==> src/rtl/button_evt_pkg.sv <==
// Shared state encodings and default timing for the button event decoder.
// Optional feature macro: BUTTON_DOUBLE_CLICK_EN (enables the WAIT2 state).
package button_evt_pkg;

    typedef enum logic [1:0] {
        ST_IDLE      = 2'd0,
        ST_PRESSED   = 2'd1,
        ST_LONG_HELD = 2'd2,
        ST_WAIT2     = 2'd3
    } btn_state_e;

    localparam int DEF_LONG_PRESS_CYCLES = 50;
    localparam int DEF_REPEAT_CYCLES     = 10;
    localparam int DEF_DBL_WINDOW_CYCLES = 20;
    localparam int DEF_CNT_BITS          = 20;

endpackage

==> src/rtl/btn_edge_detect.sv <==
// Previous-level register with rise/fall decode; reset loads the live level so a
// button held through reset does not look like a fresh press.
module btn_edge_detect (
    input  logic clk,
    input  logic reset,
    input  logic level,
    output logic rise,
    output logic fall
);

    logic prev_q;
    logic prev_d;

    always_comb begin
        prev_d = level;
    end

    always_ff @(posedge clk) begin
        if (reset) begin
            prev_q <= level;
        end else begin
            prev_q <= prev_d;
        end
    end

    assign rise = level & ~prev_q;
    assign fall = ~level & prev_q;

endmodule

==> src/rtl/button_event_decoder.sv <==
// Turns a debounced button level into registered press/release/short/long/repeat pulses.
// Optional feature macro: BUTTON_DOUBLE_CLICK_EN (adds WAIT2 and the double_click pulse).
module button_event_decoder
    import button_evt_pkg::*;
#(
    parameter int LONG_PRESS_CYCLES = DEF_LONG_PRESS_CYCLES,
    parameter int REPEAT_CYCLES     = DEF_REPEAT_CYCLES,
    parameter int DBL_WINDOW_CYCLES = DEF_DBL_WINDOW_CYCLES,
    parameter int CNT_BITS          = DEF_CNT_BITS
) (
    input  logic clk,
    input  logic reset,
    input  logic btn_level,
    output logic btn_press,
    output logic btn_release,
    output logic short_press,
    output logic long_press,
    output logic repeat_pulse,
    output logic held,
    output logic double_click
);

    localparam logic [CNT_BITS-1:0] LONG_LAST = CNT_BITS'(LONG_PRESS_CYCLES - 1);
    localparam logic [CNT_BITS-1:0] REP_LAST  = CNT_BITS'(REPEAT_CYCLES - 1);
    localparam logic [CNT_BITS-1:0] DBL_LAST  = CNT_BITS'(DBL_WINDOW_CYCLES - 1);

    logic rise;
    logic fall;

    btn_edge_detect u_edge (
        .clk   (clk),
        .reset (reset),
        .level (btn_level),
        .rise  (rise),
        .fall  (fall)
    );

    btn_state_e          state_q, state_d;
    logic [CNT_BITS-1:0] cnt_q, cnt_d;
    logic btn_press_q,    btn_press_d;
    logic btn_release_q,  btn_release_d;
    logic short_press_q,  short_press_d;
    logic long_press_q,   long_press_d;
    logic repeat_pulse_q, repeat_pulse_d;
    logic held_q,         held_d;
    logic double_click_q, double_click_d;

    always_comb begin
        state_d        = state_q;
        cnt_d          = cnt_q;
        btn_press_d    = 1'b0;
        btn_release_d  = 1'b0;
        short_press_d  = 1'b0;
        long_press_d   = 1'b0;
        repeat_pulse_d = 1'b0;
        double_click_d = 1'b0;

        case (state_q)
            ST_IDLE: begin
                if (rise) begin
                    btn_press_d = 1'b1;
                    state_d     = ST_PRESSED;
                    cnt_d       = '0;
                end
            end
            ST_PRESSED: begin
                // Release takes priority over the long threshold in the same cycle.
                if (fall) begin
                    btn_release_d = 1'b1;
                    short_press_d = 1'b1;
`ifdef BUTTON_DOUBLE_CLICK_EN
                    state_d       = ST_WAIT2;
`else
                    state_d       = ST_IDLE;
`endif
                    cnt_d         = '0;
                end else if (cnt_q == LONG_LAST) begin
                    long_press_d = 1'b1;
                    state_d      = ST_LONG_HELD;
                    cnt_d        = '0;
                end else begin
                    cnt_d = cnt_q + 1'b1;
                end
            end
            ST_LONG_HELD: begin
                if (fall) begin
                    btn_release_d = 1'b1;
                    state_d       = ST_IDLE;
                    cnt_d         = '0;
                end else if (cnt_q == REP_LAST) begin
                    repeat_pulse_d = 1'b1;
                    cnt_d          = '0;
                end else begin
                    cnt_d = cnt_q + 1'b1;
                end
            end
            ST_WAIT2: begin
                // A rise on the last window cycle still counts as a double click.
`ifdef BUTTON_DOUBLE_CLICK_EN
                if (rise) begin
                    btn_press_d    = 1'b1;
                    double_click_d = 1'b1;
                    state_d        = ST_PRESSED;
                    cnt_d          = '0;
                end else
`endif
                if (cnt_q == DBL_LAST) begin
                    state_d = ST_IDLE;
                    cnt_d   = '0;
                end else begin
                    cnt_d = cnt_q + 1'b1;
                end
            end
            default: begin
                state_d = ST_IDLE;
                cnt_d   = '0;
            end
        endcase

        held_d = (state_d == ST_PRESSED) || (state_d == ST_LONG_HELD);
    end

    always_ff @(posedge clk) begin
        if (reset) begin
            state_q        <= ST_IDLE;
            cnt_q          <= '0;
            btn_press_q    <= 1'b0;
            btn_release_q  <= 1'b0;
            short_press_q  <= 1'b0;
            long_press_q   <= 1'b0;
            repeat_pulse_q <= 1'b0;
            held_q         <= 1'b0;
            double_click_q <= 1'b0;
        end else begin
            state_q        <= state_d;
            cnt_q          <= cnt_d;
            btn_press_q    <= btn_press_d;
            btn_release_q  <= btn_release_d;
            short_press_q  <= short_press_d;
            long_press_q   <= long_press_d;
            repeat_pulse_q <= repeat_pulse_d;
            held_q         <= held_d;
            double_click_q <= double_click_d;
        end
    end

    assign btn_press    = btn_press_q;
    assign btn_release  = btn_release_q;
    assign short_press  = short_press_q;
    assign long_press   = long_press_q;
    assign repeat_pulse = repeat_pulse_q;
    assign held         = held_q;
    assign double_click = double_click_q;

endmodule

==> config.mk <==
export PLATFORM = sky130hd
export DESIGN_NAME = button_event_decoder
export DESIGN_NICKNAME = d
export VERILOG_FILES = /design/src/rtl/button_evt_pkg.sv /design/src/rtl/btn_edge_detect.sv /design/src/rtl/button_event_decoder.sv
export SDC_FILE = /design/constraint.sdc
export NUM_CORES = 1
export LEC_CHECK = 0
export BUFFER_PORTS_ARGS = -buffer_cell sky130_fd_sc_hd__clkbuf_2
export CORE_UTILIZATION = 67
export CTS_BUF_LIST = sky130_fd_sc_hd__clkbuf_4 sky130_fd_sc_hd__clkbuf_8
export DETAILED_ROUTE_END_ITERATION = 6
export GPL_ROUTABILITY_DRIVEN = 0
export GPL_TIMING_DRIVEN = 0
export PLACE_DENSITY = 0.95
export SYNTH_ARGS = -nofsm -noshare
export SYNTH_HDL_FRONTEND = slang
export SYNTH_SLANG_ARGS = --single-unit
==> constraint.sdc <==
create_clock -name clk -period 4.2 [get_ports clk]
set_input_delay 0.42 -clock clk [delete_from_list [all_inputs] [get_ports clk]]
set_output_delay 0.42 -clock clk [all_outputs]
set_load 0.02 [all_outputs]
==> metrics.md <==
| Metric | Value |
|---|---|
| Synth area leader | `dfxtp_1` |
| Clock transition at path regs | `0.10 ns` |
| Nets@finish | `210` |
| Full die area | `2630 um2` |
| Global route overflow | `0` |
| TritonCTS clock tree | `yes` |
| Share of layout cells above drive strength 1 | `18.9%` |
| Outcome | `finished clean` |
| Setup TNS | `0 ns` |
| Critical path buffers and inverters | `0` |
| Area Growth Syn to Fin | `8.92%` |
| Post-synthesis register bit count | `29` |
| Final Skew | `0.0142 ns` |
| YS warnings | `0` |
| Async S/R FF share, synth | `0%` |
| Clock power share | `37.4%` |
| Internal power | `0.391 mW` |
| Hold EP | `u_edge.prev_q` |
| CP Data Required Time | `4.43 ns` |
| First-pass GRT wire length | `6430 um` |
| R2R Setup Slk | `1.87 ns` |
| Synth Instances | `185` |
| Initial DRC count | `88` |
| Port bufs | `8` |
| Pwr dens | `297 nW/um2` |
| Cell Area, Synth | `1630 um2` |
| Worst hold path type | `primary input to flip-flop` |
| WL final | `3860 um` |
| Initial antenna violation count | `0` |
| Detail Placement HPWL | `2830 um` |
| CP Capture Type | `flip-flop` |
| Hold path cells | `1` |
| Fill cell count | `153` |
| Slew Limit Fails | `0` |
| Post-placement cell area | `1700 um2` |
| Clock sinks | `29` |
| Final WS setup | `1.87 ns` |
| Initial Util | `72.1%` |
| Antenna cells | `0` |
| VDD IR max | `0.218 mV` |
| Critical Path AT | `2.56 ns` |
| Most common cell in the netlist | `dfxtp_1` |
| Pin count of the biggest net entering global routing | `11` |
| Post-synth EDFFs | `0` |
| Avg WL per Cell | `16.8 um` |
| Die Width | `51.3 um` |
| Cell Rows | `17` |
| Detailed Routing Iterations Pass 1 | `5` |
| Syn_nets | `195` |
| Sequential power share | `53.0%` |
| Least-Margin Pin Slew | `0.612 ns` |
| Largest cells by area after synthesis | `dfxtp_1 (36%), ha_1 (5.4%), nand3_1 (4.6%)` |
| CTS buffer count | `5` |
| CP Cell Sequence | `nor4_1, and4_4, a41o_4, a31oi_2, o21bai_4, nor2_1` |
| Synth cell count leaders | `dfxtp_1 (29), nor2_1 (18), nand2_1 (16)` |
| Switching power | `0.136 mW` |
| Hold Crit Start | `btn_level` |
| # DRC | `0` |
| Relative slew margins | `58.8%` |
| RSZ-0062 raised after global routing | `no` |
| Critical path startpoint category | `flip-flop` |
| Max Cap Viol | `0` |
| Setup bufs post-CTS | `0` |
| R2r endpoint | `cnt_q[7]` |
| CP Class | `flip-flop to flip-flop` |
| Hold_buf cts | `0` |
| Logic pwr share | `9.6%` |
| Setup Viol. Count Final | `0` |
| Place WS | `1.88 ns` |
| Pleak | `0.655 nW` |
| Clock Latency Late Sink | `0.34 ns` |
| Reg2Reg Depth | `6` |
| Clk buf depth | `2` |
| Critical-path maximum fanout | `8` |
| Max Freq | `0.429 GHz` |
| Vias/cell | `6.40` |
| DR vias | `1466` |
| Distinct cells, synth | `52` |
| Die Y-Extent | `51.3 um` |
| Root Buffer | `clkbuf_4` |
| CP peak stage delay | `0.59 ns` |
| Hold Violations, Final | `0` |
| Design area | `1770 um2` |
| Ys flop type | `dfxtp_1` |
| Critical Path Slowest Stage Cell | `nor4_1` |
| Period utilization | `55.5%` |
| Synth top area share | `35.7%` |
| Switching Share | `25.7%` |
| Post-DRT Antenna Nets | `0` |
| Sequential share of the synthesized area | `35.7%` |
| Number of global-route vias before repair | `1418` |
| Crit path time final | `2.33 ns` |
| RR Startpoint | `cnt_q[15]` |
| Io pins | `10` |
| CTS resizes | `0` |
| Core ar. | `2250 um2` |
| H-Tree Depth | `2` |
| Mean Syn Cell Area | `8.79 um2` |
| Cell family with most CP delay | `simple AND/OR/NAND/NOR gates` |
| GRT Total Usage | `33.7%` |
[power by group through the flow]
| stage | Combinational, mW | Sequential [mW] | Clock, mW |
|---|---|---|---|
| finish | 0.0503 | 0.279 | 0.197 |
| global route | 0.0534 | 0.280 | 0.216 |
| CTS | 0.0493 | 0.279 | 0.198 |
| detailed placement | 0.0481 | 0.286 | 0 |
| global placement | 0.0454 | 0.285 | 0 |
| floorplan | 0.0334 | 0.287 | 0 |
[sequential cells by signal, indices dropped and copies added (netlist names)]
signal / cells
btn_press: 1
btn_release: 1
cnt_q: 20
held: 1
long_press: 1
repeat_pulse: 1
short_press: 1
state_q: 2
u_edge.prev_q: 1
[cell type report]
type	instances	area (um2)	share of cell area, %
plain buffers	3	15.0	0.847
clock buffers	7	65.1	3.67
clock inverters	1	5.00	0.282
inverters	10	37.5	2.12
multi-input cells	143	993	56.1
well taps	28	35.0	1.98
repair buffers	8	40.0	2.26
flip-flops and latches	29	581	32.8
[worst reg2reg max path, stage by stage, from the launching register on]
cell and delay, ns:
dfxtp_1 0.39, nor4_1 0.59, and4_4 0.38, a41o_4 0.29, a31oi_2 0.20, o21bai_4 0.29
nor2_1 0.09
[routing by layer]
metal | up-vias | track usage, % | part of all wire [%]
met4 | 0 | 18.9 | 3.2
li1 | 690 | - | -
met3 | 20 | 10.4 | 7.6
met2 | 73 | 50.9 | 45
met5 | - | 0 | 0
met1 | 683 | 42.2 | 44
[cell usage in the layout (no fill, tap or decap), types with 2 or more instances in the layout]
master    Yosys  layout
or2_2         2       2
nor3_1        2       2
nor2b_1       4       4
o21ai_0       5       5
xnor2_1       3       3
ha_1          7       7
a31oi_1       2       2
xor2_1        6       6
nand3b_1      4       4
nand3_1      15      15
a41oi_1       2       2
nand4_1       4       4
nand2b_1      4       4
clkbuf_4      0       5
nand2_1      16      16
inv_2         2       2
nor4_2        2       2
nor4_1        4       4
clkbuf_8      0       2
clkbuf_2      0       8
and3_1        3       3
and3_2        2       2
inv_1         8       8
and2_1        2       2
dfxtp_1      29      29
nor3b_1       5       5
nor2_1       18      18
a21oi_1       7       7
[logic make-up (layout without fill, tap and decap cells)]
kind of cell    count (synthesis)  count (layout)  share of synthesized area [%]
simple gates                   94              94                           33.2
compound gates                 32              32                           17.4
flops                          29              29                           35.7
buf+inv                        13              29                           3.23
xor+xnor                        9               9                           4.85
fa+ha+maj                       7               7                           5.38
other cells                     1               1                          0.231
[metrics by stage]
step / cells / util (%) / hold slack, ns / total power [mW]
2_1_floorplan: 185 / - / 0.448 / 0.321
3_3_place_gp: 221 / 75.5 / 0.489 / 0.331
3_5_place_dp: 221 / 75.5 / 0.515 / 0.334
4_1_cts: 229 / 78.6 / 0.215 / 0.527
5_1_grt: 229 / 78.6 / 0.208 / 0.549
6_report: 229 / 78.6 / 0.227 / 0.526
[how the worst max path moves through the flow]
stage	from	to	slack, ns	depth (start not counted)
finish	cnt_q[15]	cnt_q[7]	1.87	6
floorplan	cnt_q[0]	cnt_q[18]	2.25	7
global placement	cnt_q[0]	cnt_q[18]	2.10	7
global route	cnt_q[15]	cnt_q[7]	1.69	6
CTS	cnt_q[15]	cnt_q[7]	1.85	6
detailed placement	cnt_q[15]	cnt_q[13]	1.88	6
No activity file was read; power rests on OpenSTA's default activity.
